--- src/rtl/reg_file_sb.sv ---
// Scoreboarded register file: combinational read ports with optional write bypass,
// plus a per-register busy bit set by reservations and cleared by writes.
`timescale 1ns/1ps

module reg_file_sb_rport #(
  parameter int XLEN   = 32,
  parameter int NREGS  = 32,
  parameter int AW     = 5,
  parameter int BYPASS = 1
) (
  input  logic [NREGS-1:0][XLEN-1:0] regs_i,
  input  logic [NREGS-1:0]           busy_i,
  input  logic [AW-1:0]              raddr_i,
  input  logic                       byp_we_i,
  input  logic [AW-1:0]              waddr_i,
  input  logic [XLEN-1:0]            wdata_i,
  input  logic                       byp_rsv_i,
  input  logic [AW-1:0]              rsv_addr_i,
  output logic [XLEN-1:0]            rdata_o,
  output logic                       rbusy_o
);
  logic in_range;
  assign in_range = ({1'b0, raddr_i} < (AW+1)'(NREGS));

  always_comb begin
    rdata_o = '0;
    rbusy_o = 1'b0;
    if (in_range) begin
      rdata_o = regs_i[raddr_i];
      rbusy_o = busy_i[raddr_i];
    end
    // byp_we_i is already range/zero-reg/reset qualified, so forwarding is safe here
    if (BYPASS != 0 && byp_we_i && waddr_i == raddr_i) begin
      rdata_o = wdata_i;
      rbusy_o = byp_rsv_i && (rsv_addr_i == raddr_i);
    end
  end
endmodule

module reg_file_sb #(
  parameter int XLEN     = 32,
  parameter int NREGS    = 32,
  parameter int NRPORTS  = 2,
  parameter int BYPASS   = 1,
  parameter int ZERO_REG = 1,
  localparam int AW      = $clog2(NREGS)
) (
  input  logic                    i_clk,
  input  logic                    i_rst_n,
  input  logic                    i_we,
  input  logic [AW-1:0]           i_waddr,
  input  logic [XLEN-1:0]         i_wdata,
  input  logic                    i_rsv,
  input  logic [AW-1:0]           i_rsv_addr,
  input  logic [NRPORTS*AW-1:0]   i_raddr,
  output logic [NRPORTS*XLEN-1:0] o_rdata,
  output logic [NRPORTS-1:0]      o_rbusy,
  output logic [NREGS-1:0]        o_busy_vec
);
  logic [NREGS-1:0][XLEN-1:0] regs_q;
  logic [NREGS-1:0]           busy_q, busy_d;
  logic                       wr_ok, rsv_ok;

  // Register 0 (when hardwired) and out-of-range targets never reach state
  assign wr_ok  = i_we  && ({1'b0, i_waddr}    < (AW+1)'(NREGS)) &&
                  !(ZERO_REG != 0 && i_waddr == '0);
  assign rsv_ok = i_rsv && ({1'b0, i_rsv_addr} < (AW+1)'(NREGS)) &&
                  !(ZERO_REG != 0 && i_rsv_addr == '0);

  always_comb begin
    busy_d = busy_q;
    if (wr_ok)  busy_d[i_waddr]    = 1'b0;
    if (rsv_ok) busy_d[i_rsv_addr] = 1'b1;  // new producer wins over the completing write
  end

  always_ff @(posedge i_clk or negedge i_rst_n) begin
    if (!i_rst_n) begin
      regs_q <= '0;
      busy_q <= '0;
    end else begin
      if (wr_ok) regs_q[i_waddr] <= i_wdata;
      busy_q <= busy_d;
    end
  end

  assign o_busy_vec = busy_q;

  for (genvar k = 0; k < NRPORTS; k++) begin : g_rport
    reg_file_sb_rport #(
      .XLEN(XLEN), .NREGS(NREGS), .AW(AW), .BYPASS(BYPASS)
    ) u_rport (
      .regs_i     (regs_q),
      .busy_i     (busy_q),
      .raddr_i    (i_raddr[k*AW +: AW]),
      .byp_we_i   (wr_ok && i_rst_n),
      .waddr_i    (i_waddr),
      .wdata_i    (i_wdata),
      .byp_rsv_i  (rsv_ok && i_rst_n),
      .rsv_addr_i (i_rsv_addr),
      .rdata_o    (o_rdata[k*XLEN +: XLEN]),
      .rbusy_o    (o_rbusy[k])
    );
  end
endmodule

--- config.mk ---
export PLATFORM = sky130hd
export DESIGN_NAME = reg_file_sb
export DESIGN_NICKNAME = d
export VERILOG_FILES = /design/src/rtl/reg_file_sb.sv
export SDC_FILE = /design/constraint.sdc
export NUM_CORES = 2
export LEC_CHECK = 0
export CORE_MARGIN = 2
export CORE_UTILIZATION = 45
export CTS_BUF_LIST = sky130_fd_sc_hd__clkbuf_2 sky130_fd_sc_hd__clkbuf_4 sky130_fd_sc_hd__clkbuf_8
export CTS_CLUSTER_SIZE = 28
export DETAILED_ROUTE_END_ITERATION = 16
export GPL_TIMING_DRIVEN = 0
export PLACE_DENSITY = 0.59
export SYNTH_ARGS = -nofsm -noshare
export SYNTH_HDL_FRONTEND = slang
export SYNTH_SLANG_ARGS = --single-unit
--- constraint.sdc ---
create_clock -name i_clk -period 2.4 [get_ports i_clk]
set_clock_uncertainty 0.1 [all_clocks]
set_input_delay 0.24 -clock i_clk [delete_from_list [all_inputs] [get_ports i_clk]]
set_output_delay 0.24 -clock i_clk [all_outputs]
set_load 0.01 [all_outputs]
==> results <==
- The critical path goes through mux4_2 > o22ai_4 > nor4_2 > mux2_4 > buf_6.
- Yosys printed 0 warnings.
- The standby leakage power is 28.8 nW.
- Routability-driven placement finished with a final weighted congestion of 0.923.
- The launching point of the worst reg2reg path is regs_q[99]$_DFFE_PN0P_.
- For this run, the leading register cell type out of synthesis is sky130_fd_sc_hd__dfrtp_1.
- In this run the horizontal extent of the chip is 354 um.
- In this design, the stage delay of the slowest critical-path cell is 0.52 ns.
- After floorplanning, the core was divided into 128 placement rows.
- Buffers placed on the I/O ports in this run total 146.
- The run finished, with violations left.
- The kind of critical path is reg2out.
- At the pin with the least slew margin, the transition time is 1.47 ns.
- The slowest cell on the critical path is sky130_fd_sc_hd__mux4_2.
- The worst voltage drop across the vdd grid is 0.661 mV.
- The sum of buffers and inverters on the critical path is 1.
- After synthesis, the share of cell area in mux cells is 0.429.
- The standard cell core area is 122000 um2.
- The clock net sink count is 1056.
- The number of global-route vias before repair was 39.6k.
- The number of placed instances, taps included, is 5380.
- The number of violations of the max-capacitance limit is 0.
- Based on the critical path, the design can be clocked at up to 0.334 GHz.
- In the layout the commonest cells are sky130_fd_sc_hd__dfrtp_1, sky130_fd_sc_hd__mux2_2, sky130_fd_sc_hd__mux4_2.
- The number of hold-slack violations in the final timing report came to 375.
- The share of total power dissipated in the clock network is 0.331.
- The fraction of the mapped netlist area in compound gates is 0.0369.
- The number of top-level pins is 154.
- Dividing the synthesized area by the synthesized cell count gives 15.3 um2.
- The DRC violation total after the first TritonRoute iteration is 4578.
- The total wire length is 222000 um.
- The initial antenna violation count is 4.
- The type of the tightest min-delay check is in2async.
- The areal power density over the cells is 810 nW/um2.
- The net switching component of the power is 0.0159 W.
- The cell count after synthesis came out at 3599.
- Counting the buffers created by CTS gives 185.
- The overall via count from detail_route is 39.5k.
- The remaining global-route overflow is 0.
- Cell internal power was estimated by the tool at 0.0387 W.
- The clock passes through at most 3 buffers.
- The setup slack of the critical path after layout is -0.594 ns.
- Dividing the detail-routed wire length by the instance count gives 38.5 um.
- The number of pins exceeding their max-slew limit in the final report is 0.
- The utilization after layout is 0.553.
- The insertion delay to the later sink of the worst-skew pair is 0.93 ns.
- For flop-to-flop paths, the worst setup slack is 1.28 ns.
- The clock transition at the register clock pins on the worst setup and hold paths after CTS is 0.06 ns.
- The kind of cell adding the most delay to the critical path is multiplexers.
- Measured in cells, the most critical reg-to-reg path has a length of 3.
- The synthesized net count is 3655.
- STA classifies the critical path endpoint as an output port.
- The area added between synthesis and finish is 22.2%.
- The floorplan step defined a die boundary enclosing 125000 um2.
- After detailed routing, the number of remaining DRC violations is 0.
- The combinational family with the most area after synthesis is multiplexers.
- The estimated wirelength of the detail-placed design is 141000 um.
- Before CTS, the worst setup slack after placement is -2.46 ns.
- Setup violations remaining at the end of the flow were counted as 441.
- In the final layout, the share of cells above drive strength 1 is 0.610.
- The maximum number of pins on one net before global-route repair is 175.
- The count of nets left with antenna violations once routing finished came out at 0.
- Yosys mapped the design onto 43 distinct sky130hd cell types.
- Of the total power, the share spent switching nets is 0.291.
- Of the available clock period, the critical path in the final layout requires 1.25.
- Clock tree synthesis selected as its root buffer the cell sky130_fd_sc_hd__clkbuf_8.
- The portion of total power attributed to combinational logic is 0.235.
- Of the total power, registers draw 0.434.
- The proportion of synthesized chip area in sequential cells is 0.479.
- In the final design database the tool counted 4058 nets.
- Of the total synthesized cell area, the portion taken by AND, OR, NAND and NOR gates is 0.0203.
- The data required time at the worst endpoint is 2.06 ns.
- The register bit total from synthesis is 1056.
- The worst-case hold slack is -0.615 ns.
- The most common cell after layout, fill and taps aside is sky130_fd_sc_hd__dfrtp_1.
- The worst slew margin relative to its limit is 0.0170.
- The die is 354 um tall.
- The effective utilization at floorplan is 0.453.
- Using the TritonRoute via totals, the vias-per-cell ratio works out to 6.84.
- Data on the critical path arrives at its endpoint at 2.65 ns.
- In the synthesized netlist the async set-or-reset flop fraction comes to 1.00.
- The routed design could run at a clock period as short as 2.99 ns.
- The worst setup path is launched from a flop.
- The post-synthesis cell area is 55100 um2.
- The final reports fail on negative hold slack, negative setup slack.
- The synthesized design contains 0 enable-type register cells.
- The adder and majority cell fraction of the synthesized area is 0.
- The TritonCTS clock tree is yes.
- Of the total synthesized cell area, the portion taken by XOR and XNOR cells is 0.00318.
- The power after layout is 0.0545 W.
- The number of cells in the finished layout apart from fillers is 5776.
- The first detailed-routing pass took 6 iterations.
- The endpoint of the worst register-to-register path is regs_q[99]$_DFFE_PN0P_.
- Across every metal layer, demand over resource in global routing totals 0.354.
- The number of levels in the clock H-tree is 4.
- The maximum fanout along the worst path is 3.
- The global-route wire length before repair is 309000 um.
- Setup repair after global routing could not meet its margin everywhere.
through the flow:
stage | area, um2 | hold slack (ns) | setup TNS [ns]
2_1_floorplan | 55100 | -0.156 | 0
3_3_place_gp | 58600 | 0.355 | -
3_5_place_dp | 58900 | 0.00812 | -1323.33
4_1_cts | 66500 | -0.769 | -52.02
5_1_grt | 67300 | -0.594 | -40.42
6_report | 67300 | -0.615 | -59.02
registers in the layout, indices dropped and copies added (netlist names):
| register | flops |
|---|---|
| o_busy_vec | 32 |
| regs_q | 1024 |
how the worst max path moves through the flow:
stage | cells past startpoint | startpoint | slack (ns) | endpoint
after global placement | 1 | i_rst_n | -48.62 | regs_q[393]$_DFFE_PN0P_
final | 5 | regs_q[97]$_DFFE_PN0P_ | -0.59 | o_rdata[33]
after CTS | 5 | regs_q[97]$_DFFE_PN0P_ | -0.59 | o_rdata[33]
after detailed placement | 9 | i_raddr[9] | -2.46 | o_rdata[49]
after floorplan | 9 | i_raddr[5] | 0.12 | o_rbusy[1]
after global routing | 5 | regs_q[97]$_DFFE_PN0P_ | -0.62 | o_rdata[33]
Yosys cell counts, types with 6 or more instances:
master / number / area, um2
sky130_fd_sc_hd__mux2i_1: 15 / 150
sky130_fd_sc_hd__buf_1: 65 / 244
sky130_fd_sc_hd__nand3b_1: 10 / 75.1
sky130_fd_sc_hd__clkbuf_1: 263 / 987
sky130_fd_sc_hd__a22o_1: 11 / 96.3
sky130_fd_sc_hd__nor2b_1: 7 / 43.8
sky130_fd_sc_hd__buf_2: 88 / 440
sky130_fd_sc_hd__dfrtp_1: 1056 / 26400
sky130_fd_sc_hd__mux2_2: 1032 / 11600
sky130_fd_sc_hd__o22ai_1: 248 / 1550
sky130_fd_sc_hd__nor4_1: 63 / 394
sky130_fd_sc_hd__xnor2_1: 6 / 52.6
sky130_fd_sc_hd__o21ai_0: 49 / 245
sky130_fd_sc_hd__nor2_1: 23 / 86.3
sky130_fd_sc_hd__nand3_1: 11 / 55.1
sky130_fd_sc_hd__mux4_2: 526 / 11800
sky130_fd_sc_hd__nand2_1: 50 / 188
sky130_fd_sc_hd__nand4b_1: 7 / 61.3
sky130_fd_sc_hd__xor2_1: 14 / 123
routing by layer:
| layer | global-route usage | part of all wire | wire (um) | vias to the layer above |
|---|---|---|---|---|
| met5 | 0 | 0.0011 | 241 | - |
| li1 | - | - | - | 15000 |
| met3 | 0.121 | 0.11 | 25100 | 628 |
| met1 | 0.469 | 0.39 | 86400 | 21500 |
| met2 | 0.521 | 0.44 | 98400 | 2426 |
| met4 | 0.178 | 0.055 | 12300 | 6 |
worst register-to-register path: cells and delay by family, from the launching register on:
| kind | cells | cell delay, ns |
|---|---|---|
| flops | 1 | 0.40 |
| buf+inv | 2 | 0.25 |
| mux | 1 | 0.25 |
cell type report:
type / count / area [um2]
Fill cell: 9989 / 54400
Multi-Input combinational cell: 2121 / 29500
Sequential cell: 1056 / 26400
Clock buffer: 302 / 3720
Buffer: 417 / 2800
Timing Repair Buffer: 219 / 2540
Tap cell: 1625 / 2030
Clock inverter: 27 / 235
Antenna cell: 7 / 17.5
Inverter: 2 / 7.51
cell families (layout without fill, tap and decap cells):
group | count (synthesis) | in the layout
muxes | 1576 | 1576
DFF | 1056 | 1056
buffers and inverters | 422 | 967
AOI/OAI and AO/OA | 325 | 325
and+or+nand+nor | 200 | 200
xor gates and xnor gates | 20 | 20
other | 0 | 7
repair_timing:
action	CTS	global route
endpoints found under the hold margin	548	495
setup buffers	23	4
cloned	1	5
endpoints found under the setup margin	528	396
hold buffers	23	7
pin swaps	115	72
resized for setup	1117	127
power by group through the flow:
| stage | logic, W | clock network, W | registers (W) |
|---|---|---|---|
| 2_1_floorplan | 0.00781 | 0 | 0.0231 |
| 3_3_place_gp | 0.0107 | 0 | 0.0238 |
| 3_5_place_dp | 0.0111 | 0 | 0.0238 |
| 4_1_cts | 0.0124 | 0.0181 | 0.0235 |
| 5_1_grt | 0.0134 | 0.0189 | 0.0241 |
| 6_report | 0.0128 | 0.0180 | 0.0237 |
(Power assumes the default switching activity.)
